[config.mk]
export PLATFORM = sky130hd
export DESIGN_NAME = nibble_add_seq
export DESIGN_NICKNAME = d
export VERILOG_FILES = /design/src/rtl/nibble_add_seq.sv
export SDC_FILE = /design/constraint.sdc
export NUM_CORES = 1
export LEC_CHECK = 0
export CORE_MARGIN = 2
export CORE_UTILIZATION = 30
export CTS_CLUSTER_SIZE = 28
export DETAILED_ROUTE_END_ITERATION = 12
export PLACE_DENSITY = 0.66
export SLEW_MARGIN = 20
export SYNTH_ARGS = -nofsm -noshare
export SYNTH_HDL_FRONTEND = slang
export SYNTH_SLANG_ARGS = --single-unit
export TNS_END_PERCENT = 20
[constraint.sdc]
create_clock -name CLK -period 2.8 [get_ports CLK]
set_input_delay 0.7 -clock CLK [delete_from_list [all_inputs] [get_ports CLK]]
set_output_delay 0.7 -clock CLK [all_outputs]
set_load 0.03 [all_outputs]
[src/rtl/nibble_add_seq.sv]
// nibble_add_seq: wide adder sequencer built around an external 4-bit adder slice.
// Operands are streamed LSB nibble first, one nibble per clock, with the carry
// chained through a register. SUM/COUT are written once, on entry to FIN.
module nibble_add_seq #(
  parameter int N_NIB = 4
) (
  input  logic               CLK,
  input  logic               RST_N,
  input  logic               START,
  input  logic               CIN,
  input  logic [4*N_NIB-1:0] OPA,
  input  logic [4*N_NIB-1:0] OPB,
  output logic               BUSY,
  output logic               DONE,
  output logic [4*N_NIB-1:0] SUM,
  output logic               COUT,
  output logic [3:0]         ADD_A,
  output logic [3:0]         ADD_B,
  output logic               ADD_C,
  input  logic [3:0]         ADD_F,
  input  logic               ADD_COUT
);

  localparam int W = 4 * N_NIB;

  typedef enum logic [1:0] {
    ST_IDLE = 2'd0,
    ST_RUN  = 2'd1,
    ST_FIN  = 2'd2
  } state_t;

  state_t         state_r;
  state_t         next_state_s;
  logic [W-1:0]   a_r;
  logic [W-1:0]   b_r;
  logic [W-1:0]   acc_r;
  logic [W-1:0]   acc_next_s;
  logic [W-1:0]   sum_r;
  logic           cout_r;
  logic           carry_r;
  logic [2:0]     idx_r;
  logic           last_s;

  // The slice result of the current nibble enters at the top of the accumulator;
  // after N_NIB shifts the first nibble has reached bits [3:0].
  assign acc_next_s = {ADD_F, acc_r[W-1:4]};
  assign last_s     = (idx_r == 3'(N_NIB - 1));

  assign SUM  = sum_r;
  assign COUT = cout_r;

  // State register with synchronous active-low reset.
  always_ff @(posedge CLK) begin
    if (!RST_N) begin
      state_r <= ST_IDLE;
    end else begin
      state_r <= next_state_s;
    end
  end

  // Next-state logic: START only matters in IDLE; FIN always falls back to IDLE.
  always_comb begin
    next_state_s = state_r;
    case (state_r)
      ST_IDLE: begin
        if (START) begin
          next_state_s = ST_RUN;
        end else begin
          next_state_s = ST_IDLE;
        end
      end
      ST_RUN: begin
        if (last_s) begin
          next_state_s = ST_FIN;
        end else begin
          next_state_s = ST_RUN;
        end
      end
      ST_FIN:  next_state_s = ST_IDLE;
      default: next_state_s = ST_IDLE;
    endcase
  end

  // Operand capture, nibble shifting, carry chaining and result write-back.
  always_ff @(posedge CLK) begin
    if (!RST_N) begin
      a_r     <= {W{1'b0}};
      b_r     <= {W{1'b0}};
      acc_r   <= {W{1'b0}};
      sum_r   <= {W{1'b0}};
      cout_r  <= 1'b0;
      carry_r <= 1'b0;
      idx_r   <= 3'd0;
    end else begin
      case (state_r)
        ST_IDLE: begin
          if (START) begin
            a_r     <= OPA;
            b_r     <= OPB;
            carry_r <= CIN;
            acc_r   <= {W{1'b0}};
            idx_r   <= 3'd0;
          end
        end
        ST_RUN: begin
          acc_r   <= acc_next_s;
          carry_r <= ADD_COUT;
          a_r     <= {4'b0000, a_r[W-1:4]};
          b_r     <= {4'b0000, b_r[W-1:4]};
          idx_r   <= idx_r + 3'd1;
          if (last_s) begin
            sum_r  <= acc_next_s;
            cout_r <= ADD_COUT;
          end
        end
        default: begin
          idx_r <= idx_r;
        end
      endcase
    end
  end

  // Output decode from the state register; the slice sees zeros outside RUN.
  always_comb begin
    BUSY  = 1'b0;
    DONE  = 1'b0;
    ADD_A = 4'd0;
    ADD_B = 4'd0;
    ADD_C = 1'b0;
    case (state_r)
      ST_RUN: begin
        BUSY  = 1'b1;
        ADD_A = a_r[3:0];
        ADD_B = b_r[3:0];
        ADD_C = carry_r;
      end
      ST_FIN: begin
        DONE = 1'b1;
      end
      ST_IDLE: begin
        BUSY = 1'b0;
      end
      default: begin
        BUSY = 1'b0;
      end
    endcase
  end

endmodule

### Word level (Yosys, flattened, before mapping)

Cells that the tools add are included.

| word-level totals | value |
|---|---|
| register bits after elaboration | 71 |
| input bits | 41 |
| output and inout bits | 28 |
| word-level logic and storage cells | 35 |

| operators by class | value |
|---|---|
| add/sub/neg operators | 1 |
| equal/unequal tests | 4 |
| multiplexer cells | 18 |
| reduce and logical (&&, ||, !) cells | 4 |

Operator list:

| kind | number |
|---|---|
| $pmux W16 S2 | 3 |
| $mux W16 | 3 |
| $mux W4 | 2 |
| $pmux W3 S2 | 1 |
| $mux W1 | 5 |
| $pmux W2 S2 | 1 |
| $reduce_and A2 Y1 | 2 |
| $add A3 B1 Y3 const B | 1 |
| $eq A3 B2 Y1 const B | 1 |
| $mux W3 | 1 |
| $eq A2 B1 Y1 const B | 1 |
| $eq A2 B2 Y1 const B | 1 |
| $logic_not A2 Y1 | 1 |
| $mux W2 | 1 |
| $ne A2 B2 Y1 const B | 1 |
| $pmux W1 S2 | 1 |
| $reduce_bool A2 Y1 | 1 |

### Depth between registers and ports, before layout

| depth | value |
|---|---|
| word-level depth | 3 |
| depth in mapped cells | 6 |

### Least setup slack after synthesis

No wires, ideal clock.

| timing path | value |
|---|---|
| path kind | register to output |
| start point | register state_r[0] |
| end point | output port DONE |
| arrival time | 1.170 ns |
| required time | 2.100 ns |
| setup slack | 0.930 ns |
| stages on the path, launching flop included | 5 |
| path buffers | 3 |
| path through | dfxtp_1 buf_6 buf_6 buf_4 nor2b_1 |

| between the ends | value |
|---|---|
| cells in the longest elaborated chain, start to end | 2 |

Ends and longest elaborated chain:

| element | line | text |
|---|---|---|
| from (decl) | 32 | `state_t state_r;` |
| from (signal assigned) | 57 | `state_r <= next_state_s;` |
| $eq A2 B2 Y1 | 130 | `case (state_r)` |
| $mux W1 | 130 |  |
| to (decl) | 14 | `output logic DONE,` |

Every way passes these cells.

### Final worst setup path

| timing path | value |
|---|---|
| start point | register state_r[0] |
| end point | output port ADD_B[0] |

| between the ends | value |
|---|---|
| cells in the longest elaborated chain, start to end | 2 |

Ends and longest elaborated chain:

| element | line | text |
|---|---|---|
| $eq A2 B1 Y1 | 130 |  |
| $mux W4 | 130 |  |
| to (decl) | 18 | `output logic [3:0] ADD_B,` |

Every way passes these cells.

==> results.json <==
{
  "synth-seq-cells": 67,
  "cts_buffer_depth": 2,
  "slew_viol_final": 0,
  "post_cts_resized": 0,
  "skew_ps": 7.80,
  "grt_setup_unrepaired": "no",
  "routedWlPerCell_um": 14.1,
  "cts_tree": "yes",
  "dieArea_mm2": 0.00928,
  "period_needed_ps": 2600,
  "nFillCells": 841,
  "cp_slowest_stage_delay_ps": 600,
  "path_buf_inv": 3,
  "postCtsSetupBuffers": 0,
  "power_density_mw_per_mm2": 585,
  "postSynthCellCount": 242,
  "antenna_cells": 0,
  "clkTransAtPathRegs_ps": 70,
  "vias": 1998,
  "cp.arrival_ps": 1900,
  "slew_headroom_pct": 33.9,
  "areaGrowthSynthToFinish_pct": 34.5,
  "routed_wl_mm": 5.86,
  "grt_max_degree": 36,
  "yosys_warnings": 0,
  "drc_errors": 0,
  "netlist_area_mm2": 0.00256,
  "dp_hpwl_mm": 3.92,
  "syn_avg_cell_area_um2": 10.6,
  "grt_pass1_vias": 2001,
  "setup_tns_ps": 0,
  "crit_type": "flop to primary output",
  "cts_root_buf": "clkbuf_8",
  "die_h_um": 96.4,
  "critPathTopFamily": "buffers and inverters",
  "die_w_um": 96.4,
  "grt_pass1_wl_mm": 9.39,
  "h-tree-depth": 3,
  "viasPerCell": 4.80,
  "drive_above_1_share_pct": 11.3,
  "cp.required_ps": 2100,
  "finalSetupViolCount": 0,
  "start_util_pct": 31.0,
  "ys_types": 27,
  "p_leak_nw": 1.25,
  "drt-initial-drc-count": 24,
  "cts_hold_buffers": 0,
  "start_kind": "flop",
  "crit_slowest_cell": "dfxtp_2",
  "syn_nets": 285,
  "period_share_pct": 92.8,
  "cts_made_buffers": 9,
  "top_level_ports": 69,
  "grt_usage_pct": 13.3,
  "min-delay-path-class": "flop to flop",
  "port_buffers": 68,
  "final_util_pct": 41.7,
  "status": "finished clean",
  "routabilityCongestion": 0.728,
  "worstPathCellList": "nand2b_1 > buf_4 > inv_1 > and2_1 > buf_4",
  "endpoint_kind": "primary output",
  "ant_nets": 0,
  "dr.pass1.iters": 4,
  "antenna_found_initial": 0,
  "ys_seq_area_share_pct": 52.4,
  "fin_nets": 349,
  "max_freq_ghz": 0.385,
  "path_common_cell": "buf_4",
  "cap_violations": 0,
  "clock-sinks": 67,
  "hold_viol_final": 0,
  "coreArea_mm2": 0.00826,
  "clk_latency_ps": 330,
  "worstPathMaxFanout": 15,
  "row_count": 33,
  "ir_worst_vdd_mv": 0.423,
  "gr-total-overflow": 0,
  "tightest_slew_ps": 991
}
cell usage after synthesis:
cell	instances	area, µm²
buf_2	8	40.0
buf_6	6	67.6
a21oi_1	3	15.0
nand3b_1	1	7.51
ha_1	2	25.0
and2_1	9	56.3
nand2_1	20	75.1
inv_2	1	3.75
o21ai_0	18	90.1
a22o_1	8	70.1
dfxtp_1	67	1340
nand2b_1	4	25.0
buf_4	2	15.0
o22ai_1	12	75.1
o21ba_1	1	10.0
inv_1	2	7.51
o2bb2ai_1	25	219
clkbuf_1	4	15.0
nand3_1	17	85.1
and3b_1	1	8.76
o21bai_2	1	11.3
o32ai_1	1	8.76
nor2_1	1	3.75
nor2_8	1	20.0
nor2_2	1	6.26
mux2i_1	25	250
nor2b_1	1	6.26
worst paths after layout:
| path | start | end | slack (ps) | cells past startpoint |
|---|---|---|---|---|
| max reg2reg | state_r[0] | b_r[4] | 920 | 3 |
| min reg2reg | a_r[2] | a_r[2] | 460 | 1 |
| max | state_r[0] | ADD_B[0] | 200 | 5 |
| min | a_r[2] | a_r[2] | 460 | 1 |
report_power, final:
group | total, mW | leakage (nW) | internal [mW] | switching [mW]
Combinational | 0.218 | 0.618 | 0.114 | 0.105
Sequential | 1.02 | 0.547 | 0.996 | 0.0281
Clock | 0.772 | 0.0885 | 0.411 | 0.361
Total | 2.01 | 1.25 | 1.52 | 0.494
kinds of logic (layout without fill, tap and decap cells):
logic type | count (synthesis) | in the layout | synth area share (%)
compound gates | 69 | 69 | 19.5
simple gates | 56 | 56 | 11.5
fa+ha+maj | 2 | 2 | 0.978
mux | 25 | 25 | 9.78
buf+inv | 23 | 92 | 5.82
flops | 67 | 67 | 52.4
layer usage:
layer	track usage, %	share of wire, %	vias up
met5	0	0	-
met2	20.9	43	64
met4	3.05	0.14	0
li1	-	-	1006
met3	6.89	10	2
met1	16.0	47	926
flip-flops by register name, summed over array words and instances (netlist names):
signal   flops
acc_r       12
state_r      2
SUM         16
carry_r      1
COUT         1
b_r         16
a_r         16
idx_r        3
cells in the final DEF, fill, tap and decap left out:
cell | Yosys | final
and2_1 | 9 | 9
mux2i_1 | 25 | 25
a21oi_1 | 3 | 3
buf_4 | 2 | 15
a22o_1 | 8 | 8
and3b_1 | 1 | 1
ha_1 | 2 | 2
inv_1 | 2 | 2
dfxtp_2 | 0 | 1
o32ai_1 | 1 | 1
nand2_1 | 20 | 20
clkbuf_8 | 0 | 9
dfxtp_1 | 67 | 66
bufinv_16 | 0 | 1
o21ai_0 | 18 | 18
clkbuf_1 | 4 | 1
nor2b_1 | 1 | 1
o21ba_1 | 1 | 1
inv_2 | 1 | 1
clkdlybuf4s50_1 | 0 | 58
nand3b_1 | 1 | 1
clkinvlp_4 | 0 | 3
nor2_1 | 1 | 1
clkinv_2 | 0 | 1
o21bai_2 | 1 | 1
nand3_1 | 17 | 17
nor2_2 | 1 | 1
o2bb2ai_1 | 25 | 25
nand2b_1 | 4 | 4
nor2_8 | 1 | 1
clkinv_4 | 0 | 1
o22ai_1 | 12 | 12
area by class of cell:
cell class / instances / area (µm²) / area share [%]
clock buffer: 10 / 128 / 3.71
clock inverter: 6 / 66.3 / 1.93
inverter: 3 / 11.3 / 0.327
multi-input combinational: 152 / 1070 / 31.1
sequential: 67 / 1340 / 39.0
tap: 105 / 131 / 3.82
timing repair buffer: 73 / 693 / 20.1
stage by stage:
step           power (mW)  hold slack [ps]  instances  setup WS (ps)  cell area (µm²)
4_1_cts              2.04              464        416            131             3440
2_1_floorplan        1.18              424        242            930             2560
3_5_place_dp         1.27              441        400            506             3250
6_report             2.01              460        416            202             3440
5_1_grt              2.11              473        416           46.4             3440
3_3_place_gp         1.26              437        400            522             3250
No activity file was read; power rests on OpenSTA's default activity.
